$ cat src/rtl/gpr_write_arbiter_pkg.sv
// Shared types and constants for the GPR write-back arbiter.
// Register-file geometry, architectural index constants and the write-entry record.
package gpr_write_arbiter_pkg;

  localparam int unsigned REG_N      = 18;
  localparam int unsigned REG_IDX_W  = $clog2(REG_N);
  localparam int unsigned GPR_DATA_W = 64;

  localparam logic [REG_IDX_W-1:0] REG_RSP = 5'd4;
  localparam logic [REG_IDX_W-1:0] REG_RBP = 5'd5;
  localparam logic [REG_IDX_W-1:0] REG_RIP = 5'd16;
  localparam logic [REG_IDX_W-1:0] REG_EFL = 5'd17;

  // Data field is sized for the widest supported datapath; narrower DATA_W zero-extends.
  typedef struct packed {
    logic [REG_IDX_W-1:0]  dst;
    logic [GPR_DATA_W-1:0] data;
  } gpr_wr_t;

  function automatic logic [REG_N-1:0] reg_onehot(input logic [REG_IDX_W-1:0] idx);
    logic [REG_N-1:0] oh;
    oh = '0;
    for (int unsigned r = 0; r < REG_N; r++) begin
      oh[r] = (idx == REG_IDX_W'(r));
    end
    return oh;
  endfunction

endpackage

$ cat src/rtl/gpr_write_arbiter_if.sv
// Producer/consumer signal bundle for the GPR write arbiter.
// master = the side driving execute/load results; slave = the arbiter.
interface gpr_write_arbiter_if
  import gpr_write_arbiter_pkg::*;
#(
  parameter int unsigned DATA_W = GPR_DATA_W
) ();

  logic                 ex_valid;
  logic                 ex_ready;
  logic [REG_IDX_W-1:0] ex_dst;
  logic [DATA_W-1:0]    ex_data;
  logic                 ld_valid;
  logic                 ld_ready;
  logic [REG_IDX_W-1:0] ld_dst;
  logic [DATA_W-1:0]    ld_data;
  logic                 flush;
  logic                 gpr_we;
  logic [REG_IDX_W-1:0] gpr_waddr;
  logic [DATA_W-1:0]    gpr_wdata;
  logic [REG_N-1:0]     busy_mask;

  modport master (
    output ex_valid, ex_dst, ex_data, ld_valid, ld_dst, ld_data, flush,
    input  ex_ready, ld_ready, gpr_we, gpr_waddr, gpr_wdata, busy_mask
  );

  modport slave (
    input  ex_valid, ex_dst, ex_data, ld_valid, ld_dst, ld_data, flush,
    output ex_ready, ld_ready, gpr_we, gpr_waddr, gpr_wdata, busy_mask
  );

endinterface

$ cat src/rtl/gpr_write_arbiter_wb_result_fifo.sv
// Circular FIFO buffering execute-stage results awaiting the GPR write port.
// Exposes per-entry valid/dst so the parent can build the pending-write mask.
module gpr_write_arbiter_wb_result_fifo
  import gpr_write_arbiter_pkg::*;
#(
  parameter  int unsigned DEPTH = 2,
  localparam int unsigned PTR_W = $clog2(DEPTH),
  localparam int unsigned CNT_W = $clog2(DEPTH + 1)
) (
  input  logic                             clk,
  input  logic                             rstn,
  input  logic                             i_push,
  input  gpr_wr_t                          i_entry,
  input  logic                             i_pop,
  input  logic                             i_flush,
  output gpr_wr_t                          o_head,
  output logic                             o_full,
  output logic                             o_empty,
  output logic [CNT_W-1:0]                 o_count,
  output logic [DEPTH-1:0]                 o_valid,
  output logic [DEPTH-1:0][REG_IDX_W-1:0]  o_dst
);

  gpr_wr_t              r_mem [DEPTH];
  logic [DEPTH-1:0]     r_valid;
  logic [PTR_W-1:0]     r_wptr;
  logic [PTR_W-1:0]     r_rptr;
  logic [CNT_W-1:0]     r_count;

  // Storage carries no reset; r_valid alone decides whether an entry exists.
  always_ff @(posedge clk) begin
    if (i_push && !i_flush) begin
      r_mem[r_wptr] <= i_entry;
    end
  end

  always_ff @(posedge clk or negedge rstn) begin
    if (!rstn) begin
      r_valid <= '0;
      r_wptr  <= '0;
      r_rptr  <= '0;
      r_count <= '0;
    end else if (i_flush) begin
      r_valid <= '0;
      r_wptr  <= '0;
      r_rptr  <= '0;
      r_count <= '0;
    end else begin
      if (i_push) begin
        r_wptr          <= r_wptr + PTR_W'(1);
        r_valid[r_wptr] <= 1'b1;
      end
      if (i_pop) begin
        r_rptr          <= r_rptr + PTR_W'(1);
        r_valid[r_rptr] <= 1'b0;
      end
      unique case ({i_push, i_pop})
        2'b10:   r_count <= r_count + CNT_W'(1);
        2'b01:   r_count <= r_count - CNT_W'(1);
        default: r_count <= r_count;
      endcase
    end
  end

  assign o_head  = r_mem[r_rptr];
  assign o_count = r_count;
  assign o_full  = (r_count == CNT_W'(DEPTH));
  assign o_empty = (r_count == '0);
  assign o_valid = r_valid;

  always_comb begin
    o_dst = '0;
    for (int unsigned i = 0; i < DEPTH; i++) begin
      o_dst[i] = r_mem[i].dst;
    end
  end

endmodule

$ cat src/rtl/gpr_write_arbiter.sv
// Shares the single GPR write port between load returns (default winners) and
// buffered execute results, with a streak limiter guaranteeing execute progress.
module gpr_write_arbiter
  import gpr_write_arbiter_pkg::*;
#(
  parameter  int unsigned EX_BUF_DEPTH  = 2,
  parameter  int unsigned MAX_LD_STREAK = 4,
  parameter  int unsigned DATA_W        = GPR_DATA_W,
  localparam int unsigned STREAK_W      = $clog2(MAX_LD_STREAK + 1),
  localparam int unsigned CNT_W         = $clog2(EX_BUF_DEPTH + 1)
) (
  input  logic                clk,
  input  logic                rstn,
  gpr_write_arbiter_if.slave  bus,
  output logic [STREAK_W-1:0] ld_streak_o
);

  localparam logic [STREAK_W-1:0] STREAK_MAX = STREAK_W'(MAX_LD_STREAK);

  logic                                   w_full;
  logic                                   w_empty;
  logic                                   w_nonempty;
  logic [CNT_W-1:0]                       w_count;
  logic                                   w_push;
  logic                                   w_force_ex;
  logic                                   w_ld_grant;
  logic                                   w_ex_grant;
  gpr_wr_t                                w_ex_entry;
  gpr_wr_t                                w_head;
  gpr_wr_t                                w_win;
  logic [EX_BUF_DEPTH-1:0]                w_valid;
  logic [EX_BUF_DEPTH-1:0][REG_IDX_W-1:0] w_dst;
  logic [REG_N-1:0]                       w_busy;
  logic [STREAK_W-1:0]                    w_streak_d;
  logic [STREAK_W-1:0]                    r_streak;
  logic                                   r_we;
  gpr_wr_t                                r_out;

  assign w_nonempty = (w_count != '0);
  assign w_force_ex = w_nonempty && (r_streak == STREAK_MAX);

  // Readies are gated by rstn so nothing handshakes while the block is held in reset.
  assign bus.ex_ready = rstn && !w_full && !bus.flush;
  assign bus.ld_ready = rstn && !w_force_ex;

  assign w_push     = bus.ex_valid && bus.ex_ready;
  assign w_ld_grant = bus.ld_valid && bus.ld_ready;
  assign w_ex_grant = !w_ld_grant && w_nonempty && !bus.flush;

  always_comb begin
    w_ex_entry      = '0;
    w_ex_entry.dst  = bus.ex_dst;
    w_ex_entry.data = GPR_DATA_W'(bus.ex_data);
    w_win           = w_head;
    if (w_ld_grant) begin
      w_win.dst  = bus.ld_dst;
      w_win.data = GPR_DATA_W'(bus.ld_data);
    end
  end

  gpr_write_arbiter_wb_result_fifo #(
    .DEPTH (EX_BUF_DEPTH)
  ) u_fifo (
    .clk     (clk),
    .rstn    (rstn),
    .i_push  (w_push),
    .i_entry (w_ex_entry),
    .i_pop   (w_ex_grant),
    .i_flush (bus.flush),
    .o_head  (w_head),
    .o_full  (w_full),
    .o_empty (w_empty),
    .o_count (w_count),
    .o_valid (w_valid),
    .o_dst   (w_dst)
  );

  // Streak only measures how long a non-empty FIFO has been starved.
  always_comb begin
    w_streak_d = r_streak;
    if (bus.flush || w_ex_grant || !w_nonempty) begin
      w_streak_d = '0;
    end else if (w_ld_grant && (r_streak != STREAK_MAX)) begin
      w_streak_d = r_streak + STREAK_W'(1);
    end
  end

  always_ff @(posedge clk or negedge rstn) begin
    if (!rstn) begin
      r_streak <= '0;
      r_we     <= 1'b0;
      r_out    <= '0;
    end else begin
      r_streak <= w_streak_d;
      r_we     <= w_ld_grant || w_ex_grant;
      if (w_ld_grant || w_ex_grant) begin
        r_out <= w_win;
      end
    end
  end

  always_comb begin
    w_busy = '0;
    for (int unsigned i = 0; i < EX_BUF_DEPTH; i++) begin
      if (w_valid[i]) begin
        w_busy = w_busy | reg_onehot(w_dst[i]);
      end
    end
  end

  assign bus.gpr_we    = r_we;
  assign bus.gpr_waddr = r_out.dst;
  assign bus.gpr_wdata = r_out.data[DATA_W-1:0];
  assign bus.busy_mask = w_busy;
  assign ld_streak_o   = r_streak;

  assert property (@(posedge clk) disable iff (!rstn) w_empty == (w_count == '0));
  assert property (@(posedge clk) disable iff (!rstn) !(w_push && w_full));

endmodule

$ cat src/flat_wrapper.sv
// flat-port wrapper written by rule: the top's interface ports become plain ports
module gpr_write_arbiter_flat import gpr_write_arbiter_pkg::*;
#(
  parameter  int unsigned EX_BUF_DEPTH  = 2,
  parameter  int unsigned MAX_LD_STREAK = 4,
  parameter  int unsigned DATA_W        = GPR_DATA_W,
  localparam int unsigned STREAK_W      = $clog2(MAX_LD_STREAK + 1),
  localparam int unsigned CNT_W         = $clog2(EX_BUF_DEPTH + 1)
)
  (clk, rstn, ld_streak_o, bus_ex_valid, bus_ex_dst, bus_ex_data, bus_ld_valid, bus_ld_dst, bus_ld_data, bus_flush, bus_ex_ready, bus_ld_ready, bus_gpr_we, bus_gpr_waddr, bus_gpr_wdata, bus_busy_mask);
  gpr_write_arbiter_if #(.DATA_W(DATA_W)) bus_i ();
  input  logic clk;
  input  logic rstn;
  output logic [STREAK_W-1:0] ld_streak_o;
  input wire logic [$bits(bus_i.ex_valid)-1:0] bus_ex_valid;
  input wire logic [$bits(bus_i.ex_dst)-1:0] bus_ex_dst;
  input wire logic [$bits(bus_i.ex_data)-1:0] bus_ex_data;
  input wire logic [$bits(bus_i.ld_valid)-1:0] bus_ld_valid;
  input wire logic [$bits(bus_i.ld_dst)-1:0] bus_ld_dst;
  input wire logic [$bits(bus_i.ld_data)-1:0] bus_ld_data;
  input wire logic [$bits(bus_i.flush)-1:0] bus_flush;
  output wire logic [$bits(bus_i.ex_ready)-1:0] bus_ex_ready;
  output wire logic [$bits(bus_i.ld_ready)-1:0] bus_ld_ready;
  output wire logic [$bits(bus_i.gpr_we)-1:0] bus_gpr_we;
  output wire logic [$bits(bus_i.gpr_waddr)-1:0] bus_gpr_waddr;
  output wire logic [$bits(bus_i.gpr_wdata)-1:0] bus_gpr_wdata;
  output wire logic [$bits(bus_i.busy_mask)-1:0] bus_busy_mask;
  assign bus_i.ex_valid = bus_ex_valid;
  assign bus_i.ex_dst = bus_ex_dst;
  assign bus_i.ex_data = bus_ex_data;
  assign bus_i.ld_valid = bus_ld_valid;
  assign bus_i.ld_dst = bus_ld_dst;
  assign bus_i.ld_data = bus_ld_data;
  assign bus_i.flush = bus_flush;
  assign bus_ex_ready = bus_i.ex_ready;
  assign bus_ld_ready = bus_i.ld_ready;
  assign bus_gpr_we = bus_i.gpr_we;
  assign bus_gpr_waddr = bus_i.gpr_waddr;
  assign bus_gpr_wdata = bus_i.gpr_wdata;
  assign bus_busy_mask = bus_i.busy_mask;
  gpr_write_arbiter #(.EX_BUF_DEPTH(EX_BUF_DEPTH), .MAX_LD_STREAK(MAX_LD_STREAK), .DATA_W(DATA_W)) u_core (.clk(clk), .rstn(rstn), .bus(bus_i), .ld_streak_o(ld_streak_o));
endmodule
$ cat config.mk
export PLATFORM = sky130hd
export DESIGN_NAME = gpr_write_arbiter_flat
export DESIGN_NICKNAME = d
export VERILOG_FILES = /design/src/rtl/gpr_write_arbiter_pkg.sv /design/src/rtl/gpr_write_arbiter_if.sv /design/src/rtl/gpr_write_arbiter_wb_result_fifo.sv /design/src/rtl/gpr_write_arbiter.sv /design/src/flat_wrapper.sv
export SDC_FILE = /design/constraint.sdc
export NUM_CORES = 1
export LEC_CHECK = 0
export ABC_AREA = 1
export CORE_ASPECT_RATIO = 1.5
export CORE_UTILIZATION = 40
export CTS_CLUSTER_SIZE = 24
export DETAILED_ROUTE_END_ITERATION = 6
export GPL_TIMING_DRIVEN = 0
export PLACE_DENSITY = 0.67
export SLEW_MARGIN = 10
export SYNTH_ARGS = -nofsm -noshare
export SYNTH_HDL_FRONTEND = slang
export SYNTH_SLANG_ARGS = --single-unit
$ cat constraint.sdc
create_clock -name clk -period 4.6 [get_ports clk]
set_input_delay 0.92 -clock clk [delete_from_list [all_inputs] [get_ports clk]]
set_output_delay 0.92 -clock clk [all_outputs]
set_load 0.02 [all_outputs]
==> Yosys cells after proc, flatten, opt, wreduce, memory -nomap -nowiden <==
Memories as Yosys holds them, arrays and structs flattened.
Cells that the tools add are included.
{ "classes": {"addsub": 5, "order_cmp": 4, "n_eq_ne": 39, "muxes": 21, "bitwise": 4, "n_reduce_logical": 27} }
{ "op_table": {"columns": ["op", "count"], "rows": [
  ["$eq A5 B4 Y1 const B", 16],
  ["$mux W69", 1],
  ["$eq A5 B3 Y1 const B", 8],
  ["$mux W18", 2],
  ["$eq A5 B2 Y1 const B", 4],
  ["$eq A5 B5 Y1 const B", 4],
  ["$or A18 B18 Y18", 1],
  ["$logic_and A1 B1 Y1", 12],
  ["$eq A5 B1 Y1 const B", 2],
  ["$logic_not A5 Y1", 2],
  ["$mux W2", 5],
  ["$mux W1", 8],
  ["$reduce_bool A2 Y1", 4],
  ["$mux W3", 2],
  ["$logic_not A1 Y1", 5],
  ["$eq A2 B2 Y1 const B", 2],
  ["$lt A1 B2 Y1 const B", 2],
  ["$pmux W2 S2", 1],
  ["$add A3 B1 Y3 const B", 1],
  ["$eq A3 B3 Y1 const B", 1],
  ["$logic_or A1 B1 Y1", 3],
  ["$ne A3 B3 Y1 const B", 1],
  ["$reduce_bool A3 Y1", 1],
  ["$add A1 B1 Y1 const B", 2],
  ["other kinds (8)", 10]
]} }
{ "totals": {"register_bits": 79, "ramBits": 138, "in_bits": 143, "out_inout_bits": 93, "wordCells": 109, "mem_count": 1} }
{ "mem_list": {"columns": ["memory", "words", "width", "read_ports", "rd_ports_with_merged_regs", "wr", "line", "source"], "rows": [
  ["u_core.u_fifo.r_mem", 2, 69, 3, 0, 1, "gpr_write_arbiter_wb_result_fifo.sv:24", "gpr_wr_t r_mem [DEPTH];"]
]} }

==> Logic depth before layout (Yosys ltp) <==
{ "depth": {"word_depth": 11, "ltp_mapped": 12, "ltp_nobuf": 9} }

==> By module <==
Synthesis repeated with hierarchy kept, for this count alone.
{ "unflattened": {"cells_unflattened": 1125, "area_unflattened_um2": 10043.4} }
{ "modules_own_cells": {"columns": ["module", "n_inst", "cells_per_inst", "area_each_um2", "seq_area_each_um2"], "rows": [
  ["gpr_write_arbiter_wb_result_fifo", 1, 411, 5407.7, 4294.1],
  ["gpr_write_arbiter", 1, 714, 4635.7, 1826.8]
]} }

==> Worst setup path before layout <==
No wires, ideal clock.
{ "synth_timing": {"path_kind": "in2reg", "start": "input bus_flush", "end": "register u_core.u_fifo.r_valid[0] (netlist: u_core.u_fifo.o_valid[0])", "setup_time_ps": 89, "arrival_ps": 4631, "t_required_ps": 4511, "slack_ps": -121, "stages": 5, "path_buffers": 0, "cell_sequence": "clkinv_1 -> nand4_1 -> nor2_1 -> o21ai_0 -> a21oi_1"} }
{ "synth_between": {"elab_chain_cells": 8, "elab_cells_between_ends": 9, "classes_between": "4 x mux; 1 x bitwise; 4 x reduce/logical"} }
{ "synth_rtl": {"columns": ["item", "line", "source"], "rows": [
  ["start, declared", "flat_wrapper.sv:21", "input wire logic [$bits(bus_i.flush)-1:0] bus_flush;"],
  ["$logic_not A1 Y1", "gpr_write_arbiter.sv:43, gpr_write_arbiter.sv:48", null],
  ["$logic_and A1 B1 Y1", "gpr_write_arbiter.sv:43", "assign bus.ex_ready = rstn && !w_full && !bus.flush;"],
  ["$logic_and A1 B1 Y1", "gpr_write_arbiter.sv:46", "assign w_push = bus.ex_valid && bus.ex_ready;"],
  ["$mux W2", "gpr_write_arbiter_wb_result_fifo.sv:49", "if (i_push) begin"],
  ["$mux W2", "gpr_write_arbiter_wb_result_fifo.sv:43", "end else if (i_flush) begin"],
  ["$and A2 B2 Y2 (no source line)", null, null],
  ["$mux W2", "gpr_write_arbiter_wb_result_fifo.sv:53", "if (i_pop) begin"],
  ["$mux W2 (*)", "gpr_write_arbiter_wb_result_fifo.sv:43", null],
  ["end signal, assigned", "gpr_write_arbiter_wb_result_fifo.sv:44", "r_valid <= '0;"],
  ["end signal, assigned by index", "gpr_write_arbiter_wb_result_fifo.sv:51", "r_valid[r_wptr] <= 1'b1;"],
  ["end signal, assigned by index", "gpr_write_arbiter_wb_result_fifo.sv:55", "r_valid[r_rptr] <= 1'b0;"],
  ["end, declared", "gpr_write_arbiter_wb_result_fifo.sv:25", "logic [DEPTH-1:0] r_valid;"]
]} }
Mark *: on every way between the ends. The rest lies on a longest branch, timed or not. The select of a mux whose other input is x is not followed.
A chain may end at the register's enable or synchronous reset.

==> Final worst setup path <==
{ "layout_timing": {"start": "input rstn", "end": "output bus_ld_ready"} }
{ "layout_between": {"elab_chain_cells": 1} }
{ "layout_rtl": {"columns": ["item", "line", "source"], "rows": [
  ["start, declared", "flat_wrapper.sv:13", "input logic rstn;"],
  ["$logic_and A1 B1 Y1", "gpr_write_arbiter.sv:44", "assign bus.ld_ready = rstn && !w_force_ex;"],
  ["end, declared", "flat_wrapper.sv:23", "output wire logic [$bits(bus_i.ld_ready)-1:0] bus_ld_ready;"]
]} }
No other way between the ends.

==> flow_metrics.tcl <==
set metrics [dict create \
    grt_pass1_wl_mm 40.0 \
    yosysWarningCount 0 \
    cts_hold_buf 0 \
    path_max_fanout 53 \
    async_reset_ff_frac 0.364 \
    switching_share 0.338 \
    cts_resized 0 \
    synth_cell_types 27 \
    synthToLayoutAreaGrowth_pct 37.4 \
    clock_latency_ns 0.49 \
    p_per_area_nw_per_um2 491 \
    drive_gt1_frac 0.0631 \
    syn_nets 1167 \
    cap_violations 0 \
    fin_crit_sh 0.835 \
    max_freq_mhz 260 \
    synth_area_sq_um 9550 \
    internal_power_uw 4260 \
    synth_top_family_by_area "simple AND/OR/NAND/NOR gates" \
    grt_start_max_net_pins 54 \
    yosysSeqAreaShare 0.641 \
    htree_num_levels 1 \
    antenna_found_initial 2 \
    io_pins 236 \
    row_count 68 \
    p_comb_frac 0.338 \
    yosysTopAreaCell "edfxtp_1" \
    max_slew.worst_pin.slew_ns 0.543 \
    synthXorXnorAreaFrac 0.000917 \
    postPlaceCellArea_sq_um 12500 \
    gp_congestion 0.847 \
    slowest_stage "clkdlybuf4s50_1" \
    synthSimpleGateAreaFrac 0.293 \
    pwr-share-clk 0.256 \
    n_fill_cell 2032 \
    cts_made_buffers 21 \
    netlist_instances 1022 \
    grt_pass1_vias 7499 \
    start_util 0.411 \
    total_power_uw 6440 \
    cp-end-kind "output pin" \
    place_hpwl_mm 19.1 \
    fp.dieH_um 191 \
    dr.first_iter.drc_count 451 \
    cts_sinks 217 \
    drt.antenna.violating_nets 0 \
    synthFlopType "edfxtp_1" \
    synth_compound_area_frac 0.0190 \
    drv_slew 0 \
    clk_pin_slew_worst_paths_ns 0.06 \
    rsz0062_at_grt "false" \
    layout_commonest_cell "nand2_1" \
    required_ns 3.68 \
    slew-limit-headroom 0.638 \
    pwr-share-seq 0.406 \
    yosys-top-cells-area "edfxtp_1 (43%), dfrtp_1 (21%), nand2_1 (20%)" \
    nets 1431 \
    status "completed" \
    die-area_sq_um 24500 \
    synth_enable_flop_cells 138 \
    criticalPathCategory "input port to output pin" \
    p_sw_uw 2180 \
    postCtsSetupBuffers 0 \
    netlist.area_leader.share 0.434 \
    coreArea_sq_um 23200 \
    design_area_sq_um 13100 \
    vias_per_cell 4.81 \
    ys_seq_elements 217 \
    synthMuxAreaShare 0 \
    clockBufferDepth 3 \
    tritoncts "built" \
    path_cells "buf_4, buf_16, o21a_1, buf_4, buf_2, clkdlybuf4s50_1" \
    irDropWorstVdd_uv 348 \
    wirelength_mm 26.1 \
    synth.avg_cell_area_sq_um 9.34 \
    worstPathArrival_ns 2.92 \
    hold_viol 0 \
    drc 0 \
    hp-class "input port to asynchronous set/reset pin" \
    critPathLaunchType "input port" \
    layout_min_cycle_time_ns 3.84 \
    leakagePower_uw 0.00569 \
    r2r_slack_ns 2.53 \
    regToRegStartpoint "u_core.ld_streak_o[0]" \
    setup_viol 0 \
    io_buffers 234 \
    rr_endpoint "u_core.bus.gpr_wdata[15]" \
    max_stage_delay_ns 0.65 \
    die_w_um 128 \
    grt_overflow 0 \
    grt_use_total 0.214 \
    wl_per_cell_um 16.1 \
    finClkSkew_ns 0.0111 \
    cts_root_buf "clkbuf_16" \
    worstRegToRegCells 9 \
    tns_ns 0 \
    synth_fa_ha_area_frac 0.00262 \
    vias 7785 \
    drt_first_pass_iters 5 \
    layout_common_cells "nand2_1 (503), clkdlybuf4s50_1 (233), nand3_1 (153)" \
    path_common_cell "buf_4" \
]
-- power by group through the flow --
stage | Sequential, uW | Combinational [uW] | Clock (uW)
CTS | 2620 | 2200 | 1670
finish | 2620 | 2180 | 1650
global route | 2650 | 2380 | 1760
global placement | 2660 | 2140 | 0
floorplan | 2950 | 838 | 0
detailed placement | 2650 | 2190 | 0
-- worst max-delay path, delay by kind of cell --
| kind | cells | cell delay (ns) |
|---|---|---|
| compound gates | 1 | 0.16 |
| buf+inv | 5 | 1.80 |
-- layer usage --
metal	global-route usage	up-vias	wire, um	share of wire
met3	0.0350	42	1530	0.058
met5	0	-	0	0
met4	0.0760	0	783	0.030
met1	0.254	3597	10300	0.39
li1	-	3886	-	-
met2	0.387	260	13500	0.52
-- area by class of cell --
| type | instances | area [sq um] | share of cell area |
|---|---|---|---|
| repair buffers | 241 | 2500 | 0.191 |
| multi-input cells | 723 | 3030 | 0.231 |
| well taps | 315 | 394 | 0.0301 |
| flip-flops and latches | 217 | 6120 | 0.467 |
| plain buffers | 60 | 329 | 0.0251 |
| clock inverters | 12 | 111 | 0.00849 |
| clock buffers | 25 | 541 | 0.0412 |
| diodes | 2 | 5.00 | 0.000382 |
| inverters | 22 | 82.6 | 0.00630 |
-- Yosys cell counts (all sizes together) (2+ instances only) --
master,count
nand2,506
nand3,153
edfxtp,138
dfrtp,79
buf,40
nor2,24
o21ai,24
inv,21
clkbuf,20
a21oi,3
ha,2
nor3,2
or2,2
-- flip-flops by register name, summed over array words and instances, names as in the netlist --
signal,cells
u_core.ld_streak_o,3
u_core.u_fifo.o_valid,2
u_core.bus.gpr_wdata,64
u_core.u_fifo.r_wptr,1
u_core.bus.gpr_we,1
u_core.u_fifo.o_count,2
u_core.u_fifo.r_rptr,1
u_core.u_fifo.r_mem,138
u_core.bus.gpr_waddr,5
-- worst max path at each step --
stage	from	endpoint	slack, ns	cells after the start
after floorplan	bus_flush	u_core.u_fifo.o_valid[0]	-0.12	5
after CTS	rstn	bus_ld_ready	0.70	6
after global routing	rstn	bus_ld_ready	0.57	6
after global placement	rstn	u_core.u_fifo.o_valid[0]	-6.06	5
after detailed placement	rstn	bus_ld_ready	0.70	6
final	rstn	bus_ld_ready	0.76	6
-- metrics by stage --
step	setup WS [ns]	util	hold slack (ns)	cells
2_1_floorplan	-0.121	-	0.484	1022
6_report	0.758	0.565	0.381	1617
3_3_place_gp	-6.06	0.529	0.483	1571
3_5_place_dp	0.699	0.536	0.488	1578
5_1_grt	0.573	0.565	0.403	1617
4_1_cts	0.698	0.564	0.384	1615
-- cells by family (layout without fill, tap and decap cells) --
group,Yosys count,after routing
flops,217,217
simple gates,688,688
other cells,0,2
fa+ha+maj,2,2
compound gates,32,32
xor+xnor,1,1
buf+inv,82,360
Note: power is estimated with default switching activity, not from simulation.
